**config.mk**
```make
export PLATFORM = sky130hd
export DESIGN_NAME = countdown_timer_mmss
export DESIGN_NICKNAME = d
export VERILOG_FILES = /design/src/rtl/countdown_timer_mmss.sv
export SDC_FILE = /design/constraint.sdc
export NUM_CORES = 1
export LEC_CHECK = 0
export CORE_MARGIN = 1
export CORE_UTILIZATION = 50
export CTS_CLUSTER_SIZE = 16
export DETAILED_ROUTE_END_ITERATION = 8
export PLACE_DENSITY = 0.79
export SETUP_SLACK_MARGIN = 0.15
export SYNTH_ARGS = -nofsm -noshare
export SYNTH_HDL_FRONTEND = slang
export SYNTH_SLANG_ARGS = --single-unit
```
**constraint.sdc**
```tcl
create_clock -name clk -period 12.6 [get_ports clk]
set_clock_uncertainty 0.15 [all_clocks]
set_input_delay 2.52 -clock clk [delete_from_list [all_inputs] [get_ports clk]]
set_output_delay 2.52 -clock clk [all_outputs]
set_load 0.005 [all_outputs]
```
**src/rtl/countdown_timer_mmss.sv**
```systemverilog
// mm:ss countdown timer (up to 99:59) with DONE alarm and registered BCD digits.
// Optional macro AUTO_REPEAT_EN adds hold-to-repeat on the add/sub buttons.
module countdown_timer_mmss #(
  parameter int CLK_HZ         = 10_000_000,
  parameter int MAX_SEC        = 5999,
  parameter int PRESET_SEC     = 60,
  parameter int STEP_SEC       = 1,
  parameter int ALARM_SEC      = 3,
  parameter int REPEAT_DLY_CYC = 5_000_000,
  parameter int REPEAT_PER_CYC = 1_000_000
) (
  input  logic       clk,
  input  logic       rst,
  input  logic       start_pause_p,
  input  logic       reset_p,
  input  logic       add_p,
  input  logic       sub_p,
  input  logic       add_hold,
  input  logic       sub_hold,
  output logic [3:0] bcd_min_tens,
  output logic [3:0] bcd_min_ones,
  output logic [3:0] bcd_sec_tens,
  output logic [3:0] bcd_sec_ones,
  output logic       running,
  output logic       expired,
  output logic       alarm
);
  localparam int PW = (CLK_HZ > 1) ? $clog2(CLK_HZ) : 1;
  localparam int AW = (ALARM_SEC > 1) ? $clog2(ALARM_SEC) : 1;

  if (MAX_SEC > 5999 || MAX_SEC < 1) begin : g_bad_max
    $error("MAX_SEC must be in 1..5999");
  end
  if (PRESET_SEC > MAX_SEC) begin : g_bad_preset
    $error("PRESET_SEC exceeds MAX_SEC");
  end
  if (STEP_SEC == 0) begin : g_bad_step
    $error("STEP_SEC must be non-zero");
  end
  if (ALARM_SEC < 1 || REPEAT_DLY_CYC < 1 || REPEAT_PER_CYC < 1) begin : g_bad_dur
    $error("ALARM_SEC and repeat timings must be at least 1");
  end

  typedef enum logic [1:0] {S_IDLE, S_RUN, S_PAUSE, S_DONE} state_t;

  function automatic logic [15:0] to_bcd(input logic [12:0] s);
    logic [6:0] m;
    logic [5:0] ss;
    m  = 7'(s / 13'd60);
    ss = 6'(s % 13'd60);
    return {4'(m / 7'd10), 4'(m % 7'd10), 4'(ss / 6'd10), 4'(ss % 6'd10)};
  endfunction

  localparam logic [15:0] BCD_RST = to_bcd(13'(PRESET_SEC));

  state_t          r_state;
  logic [12:0]     r_rem, r_set;
  logic [PW-1:0]   r_presc;
  logic [AW-1:0]   r_alarm_cnt;
  logic [15:0]     r_bcd;
  logic            r_running, r_expired, r_alarm;

  logic            w_tick, w_add, w_sub, w_edit;
  logic [13:0]     w_sum;
  logic [12:0]     w_add_val, w_sub_val, w_edit_val;

  assign w_tick     = (r_presc == PW'(CLK_HZ - 1));
  assign w_sum      = {1'b0, r_rem} + 14'(STEP_SEC);
  assign w_add_val  = (w_sum > 14'(MAX_SEC)) ? 13'(MAX_SEC) : w_sum[12:0];
  assign w_sub_val  = (r_rem > 13'(STEP_SEC)) ? (r_rem - 13'(STEP_SEC)) : '0;
  // Opposing add and sub in the same cycle cancel out.
  assign w_edit     = w_add ^ w_sub;
  assign w_edit_val = w_add ? w_add_val : w_sub_val;

`ifdef AUTO_REPEAT_EN
  localparam int RMAX = (REPEAT_DLY_CYC > REPEAT_PER_CYC) ? REPEAT_DLY_CYC : REPEAT_PER_CYC;
  localparam int RW   = $clog2(RMAX + 1);

  logic [RW-1:0] r_rep_cnt;
  logic          r_rep_on;
  state_t        r_rep_st;
  logic          w_hold_ok, w_rep_fire;

  // Any state change shows up as r_rep_st != r_state and restarts the hold timer.
  assign w_hold_ok  = (add_hold ^ sub_hold) && (r_state == r_rep_st) &&
                      (r_state == S_IDLE || r_state == S_PAUSE);
  assign w_rep_fire = w_hold_ok && (r_rep_on ? (r_rep_cnt == RW'(REPEAT_PER_CYC))
                                             : (r_rep_cnt == RW'(REPEAT_DLY_CYC)));

  always_ff @(posedge clk or posedge rst) begin
    if (rst) begin
      r_rep_cnt <= '0;
      r_rep_on  <= 1'b0;
      r_rep_st  <= S_IDLE;
    end else begin
      r_rep_st <= r_state;
      if (!w_hold_ok) begin
        r_rep_cnt <= '0;
        r_rep_on  <= 1'b0;
      end else if (w_rep_fire) begin
        r_rep_cnt <= RW'(1);
        r_rep_on  <= 1'b1;
      end else begin
        r_rep_cnt <= r_rep_cnt + RW'(1);
      end
    end
  end

  assign w_add = add_p | (w_rep_fire & add_hold);
  assign w_sub = sub_p | (w_rep_fire & sub_hold);
`else
  logic w_unused_hold;
  assign w_unused_hold = add_hold ^ sub_hold;
  assign w_add = add_p;
  assign w_sub = sub_p;
`endif

  always_ff @(posedge clk or posedge rst) begin
    if (rst) begin
      r_state     <= S_IDLE;
      r_rem       <= 13'(PRESET_SEC);
      r_set       <= 13'(PRESET_SEC);
      r_presc     <= '0;
      r_alarm_cnt <= '0;
      r_running   <= 1'b0;
      r_expired   <= 1'b0;
      r_alarm     <= 1'b0;
    end else begin
      r_expired <= 1'b0;
      if (reset_p) begin
        r_state   <= S_IDLE;
        r_rem     <= r_set;
        r_presc   <= '0;
        r_alarm   <= 1'b0;
        r_running <= 1'b0;
      end else if (start_pause_p) begin
        case (r_state)
          S_IDLE: if (r_rem != '0) begin
            r_state   <= S_RUN;
            r_presc   <= '0;
            r_running <= 1'b1;
          end
          S_RUN: begin
            r_state   <= S_PAUSE;
            r_running <= 1'b0;
          end
          S_PAUSE: if (r_rem == '0) begin
            r_state     <= S_DONE;
            r_expired   <= 1'b1;
            r_alarm     <= 1'b1;
            r_alarm_cnt <= '0;
            r_presc     <= '0;
          end else begin
            r_state   <= S_RUN;
            r_running <= 1'b1;
          end
          default: begin
            r_state <= S_IDLE;
            r_rem   <= r_set;
            r_alarm <= 1'b0;
          end
        endcase
      end else begin
        case (r_state)
          S_IDLE: if (w_edit) begin
            r_rem <= w_edit_val;
            r_set <= w_edit_val;
          end
          S_PAUSE: if (w_edit) r_rem <= w_edit_val;
          S_RUN: begin
            if (w_tick) begin
              r_presc <= '0;
              if (r_rem == 13'd1) begin
                r_state     <= S_DONE;
                r_rem       <= '0;
                r_expired   <= 1'b1;
                r_alarm     <= 1'b1;
                r_alarm_cnt <= '0;
                r_running   <= 1'b0;
              end else begin
                r_rem <= r_rem - 13'd1;
              end
            end else begin
              r_presc <= r_presc + PW'(1);
            end
          end
          default: begin
            r_presc <= w_tick ? '0 : r_presc + PW'(1);
            if (w_tick && r_alarm) begin
              if (r_alarm_cnt == AW'(ALARM_SEC - 1)) r_alarm <= 1'b0;
              else                                   r_alarm_cnt <= r_alarm_cnt + AW'(1);
            end
          end
        endcase
      end
    end
  end

  always_ff @(posedge clk or posedge rst) begin
    if (rst) r_bcd <= BCD_RST;
    else     r_bcd <= to_bcd(r_rem);
  end

  assign {bcd_min_tens, bcd_min_ones, bcd_sec_tens, bcd_sec_ones} = r_bcd;
  assign running = r_running;
  assign expired = r_expired;
  assign alarm   = r_alarm;
endmodule

```
Word-level counts from Yosys, hierarchy flattened:

Index checks and enable logic that the tools add are counted.

* bits in registers: 73
* word-level logic and storage cells: 124
* input bits: 8

* equal/unequal tests: 21
* add/subtract/negate cells: 4
* $lt $le $gt $ge: 2
* divide/modulo/power cells: 6
* mux-type cells: 57
* reduce and logical (&&, ||, !) cells: 22
* bitwise gates (word level): 3

Operators with widths (number)
* $mux 24: 6
* $mux 13: 9
* $pmux 24 s2: 1
* $mux 2: 14
* $pmux 13 s2: 1
* $add 24x1->24 const B: 1
* $eq 24x24->1 const B: 1
* $mux 1: 21
* $ne 4x4->1 const B: 5
* $reduce_and 4->1: 4
* $reduce_bool 4->1: 4
* $add 13x1->14 const B: 1
* $gt 14x13->1 const B: 1
* $div 13x6->13 const B: 1
* $eq 13x1->1 const B: 1
* $gt 13x1->1 const B: 1
* $logic_not 13->1: 1
* $mod 13x6->13 const B: 1
* $reduce_bool 13->1: 1
* $sub 13x1->13 const B: 1
* $reduce_bool 3->1: 4
* $ne 3x2->1 const B: 3
* $ne 4x1->1 const B: 2
* $reduce_and 8->1: 1
* other kinds (22): 29

Logic depth before layout (Yosys ltp):

* depth in word-level cells: 8
* gate-level depth with buffers: 26

Least setup slack after synthesis:

OpenSTA, ideal clock, no wires.

* path kind: register to register
* start point: register r_rem[12]
* end point: register r_bcd[10]
* required time: 12.340 ns
* stages on the path, launching flop included: 27
* path buffers: 2
* slack: 7.283 ns
* data arrival time: 5.057 ns
* path through: dfrtp_1 buf_6 clkbuf_1 maj3_1 a22o_1 inv_1 ha_1 a221oi_1 nor2_1 xnor2_1 ha_1 nor2_1 nor2_1 mux2i_1 o21ai_0 a21oi_1 inv_1 ha_1 inv_1 a41oi_2 o21a_2 xnor2_1 ha_1 o221ai_1 a221oi_2 mux2_1 o41ai_1

* longest elaborated chain between the ends: 2

Ends and longest elaborated chain
* start: declaration: line 57 `logic [12:0] r_rem, r_set;`
* start signal: assignment: line 121 `r_rem <= 13'(PRESET_SEC);`
* start signal: assignment: line 132 `r_rem <= r_set;`
* start signal: assignment: line 159 `r_rem <= r_set;`
* $div 13x6->13: line 49 `m = 7'(s / 13'd60);`
* $mod 7x4->7: line 51 `return {4'(m / 7'd10), 4'(m % 7'd10), 4'(ss / 6'd10), 4'(ss % 6'd10)};`
* end signal: assignment: line 201 `else r_bcd <= to_bcd(r_rem);`
* end: declaration: line 60 `logic [15:0] r_bcd;`

No other way between the ends.
A chain may end at the register's enable or synchronous reset.

Worst setup path in the final report:

* start point: register r_rem[9]
* end point: register r_bcd[10]

The elaborated chain is that of the path after synthesis.

==> out/results.ini <==
[status]
status=finished clean

[die]
dieArea_mm2=0.0130
rows=40
coreArea_mm2=0.0121
initial_core_util_pct=51.9
die_x_um=114
ios=27
chipHeight_um=114

[global_routing]
grt_overflow_total=0
grt_pass1_wl_um=25800
grt_pass1_vias=5387
grt_max_degree=73
grt.total_usage_pct=24.3
antenna_found_initial=0

[synthesis]
synth_common_cells=nand2_1 (87), o21ai_0 (76), nor2_1 (75)
netlist_area_mm2=0.00629
ys_async_sr_fraction_pct=100
synth-edff-count=0
yosys.area.top_type=dfrtp_1
synthTopCellsByArea=dfrtp_1 (25%), o21ai_0 (6.1%), nand2_1 (5.2%)
synthFlopType=dfrtp_1
ys_seq_elements=72
ys_types=98
synth.avg_cell_area_um2=7.93
ys_warn_count=0
synth_top_cell_area_share_pct=25.1
syn_nets=816
synth_cells=793
ys_seq_area_share_pct=28.8
synth_most_common_cell=nand2_1

[cts]
cts_setup_buffers=0
cts-resized-gates=0
cts_tree=built
numCtsBuffers=9
cts_buffer_depth=2
htreeDepth=3
cts-root-buf=clkbuf_16
ctsHoldBuffers=0
clk_latency_ns=0.34
clk_pin_slew_ns=0.06
cts_sinks=72

[critical_path]
cp_slowest_cell=dfrtp_1
cpLargestDelayFamily=compound AO/OA/AOI/OAI gates
worst_r2r_path_depth=20
path_class=register to register
cp-start-kind=register
path_cells=nand3_4 -> mux2i_1 -> o211ai_1 -> a32oi_2 -> and4_1 -> mux2_2 -> a21o_1 -> a311oi_2 -> a211o_1 -> a21oi_1 -> inv_1 -> ha_1 -> a41oi_2 -> o21a_2 -> xnor2_1 -> ha_1 -> o221ai_1 -> a221oi_2 -> mux2_1 -> o41ai_1
worst_setup_path_end_kind=register
crit_buf_inv=1
worst-path-max-fanout=23
cpPeakStageDelay_ns=0.86
critPathArrivalTime_ns=6.41
critPathMostFrequentCell=ha_1
worstPathRequired_ns=12.69
r2r-end=r_bcd[10]
reg2reg_from=r_rem[9]
rrSetupSlack_ns=6.27

[sta]
fin_crit_ns=6.33
report.final.slew_viol_count=0
hold_viol=0
final.setup.tns_ns=0
rsz0062_at_grt=no
clock.fmax_ghz=0.158
fin_crit_sh_pct=50.2
worstMarginPinSlew_ns=1.13
setup_violations=0
slew_headroom_pct=24.5

[routing]
dr.pass1.iters=5
remaining_drc_errors=0
drt-total-wl_um=14800
initialDrtViolationCount=510
viasPerCell=6.03
avgRoutedWirePerCell_um=15.4
vias=5772
postRouteAntennaNets=0

[place]
place_congestion=0.903
io_buffers=23
dpl.cell_count=941
hpwlAfterDp_um=10400
placed_area_mm2=0.00654

[pwr]
total_power_uw=2100
p_leak_uw=0.00270
ir_drop_uv=213
power_density_mw_per_mm2=308

[job]
drv_cap=0

[cells_and_area]
final_cells=957
final-seq-area_mm2=0.00181
multi_input_area_mm2=0.00414
nFillCells=1151
fin_area_mm2=0.00681
syn2layout_area_growth_pct=8.36
drive_above_1_share_pct=9.38
nNetsFinal=807
n_antenna_cell=0

[min_path]
hold_depth=2
hold_path_class=register to register
worst_hold_path.endpoint=r_set[0]
worstHoldStart=r_set[0]

-- worst max path at each step --
stage | start | slack [ns] | endpoint | depth (start not counted)
floorplan | r_rem[12] | 7.28 | r_bcd[10] | 26
global placement | r_rem[12] | 6.43 | r_bcd[10] | 23
detailed placement | r_rem[12] | 6.36 | r_bcd[10] | 20
CTS | r_rem[8] | 6.34 | r_bcd[10] | 20
global route | r_rem[9] | 5.68 | r_bcd[10] | 23
finish | r_rem[9] | 6.27 | r_bcd[10] | 20
-- cell families (layout without fill, tap and decap cells) --
group,Yosys count,count (layout),share of synthesized area (%)
DFF,72,72,28.8
AOI/OAI and AO/OA,243,243,26.5
buffers and inverters,76,72,5.31
xor gates and xnor gates,43,43,6.41
other,1,1,0.0597
muxes,24,24,4.20
adders and majority gates,18,18,3.48
and+or+nand+nor,316,316,25.2
-- worst register-to-register path: stages (launching register included) --
cell,delay [ns]
dfrtp_1,0.86
nand3_4,0.27
mux2i_1,0.39
o211ai_1,0.16
a32oi_2,0.26
and4_1,0.43
mux2_2,0.41
a21o_1,0.17
a311oi_2,0.43
a211o_1,0.33
a21oi_1,0.20
inv_1,0.11
ha_1,0.22
a41oi_2,0.13
o21a_2,0.27
xnor2_1,0.19
ha_1,0.24
o221ai_1,0.16
a221oi_2,0.43
mux2_1,0.36
o41ai_1,0.06
-- power breakdown --
group	total, uW	switching (uW)	internal [uW]	leakage [uW]
sequential	407	94.0	313	0.000917
combinational	1450	822	626	0.00165
clock	245	105	139	0.000129
total	2100	1020	1080	0.00270
-- registers in the layout (all words and copies together) (netlist names) --
name,cells
alarm,1
running,1
r_bcd,15
r_set,13
r_rem,13
r_state,2
r_alarm_cnt,2
expired,1
r_presc,24
-- per-stage QoR --
step	util (%)	hold WS, ns	setup WS [ns]
after CTS	56.2	0.330	6.34
after global routing	56.2	0.358	5.68
after floorplan	-	0.254	7.28
after global placement	54.0	0.308	6.43
after detailed placement	54.0	0.316	6.36
final	56.2	0.327	6.27
-- metal layers --
layer | routed length, um | global-route usage, % | up-vias
met5 | 0 | 0 | -
met4 | 214 | 7.19 | 0
met3 | 568 | 3.49 | 23
met2 | 7170 | 41.3 | 143
met1 | 6800 | 32.0 | 2723
li1 | - | - | 2883
-- cell usage in the layout (no fill, tap or decap), types with 5 or more instances in the layout --
master and count:
nand2_1 87, o21ai_0 76, nor2_1 75, dfrtp_1 63
a21oi_1 38, nand3_1 32, xnor2_1 26, inv_1 24
clkdlybuf4s50_1 23, nor3_1 21, xor2_1 15, ha_1 15
mux2i_1 14, and3_1 12, nand4_1 12, nand2b_1 11
and2_1 10, o211ai_1 10, nor2b_1 9, clkbuf_16 9
dfstp_2 9, nor4_1 8, a31oi_1 8, mux2_2 8
a21o_1 8, or3_1 7, a211oi_1 7, o221ai_1 7
a21boi_0 5, o31ai_1 5, o22a_1 5, o21a_1 5
a221oi_1 5, o2111ai_1 5, a221o_1 5
-- final cells by class --
cell class	instances	share of cell area, %
Clock inverter	4	0.422
Timing Repair Buffer	27	3.82
Clock buffer	12	3.62
Tap cell	168	3.09
Sequential cell	72	26.6
Multi-Input combinational cell	645	60.8
Inverter	29	1.60
No activity file was read; power rests on OpenSTA's default activity.
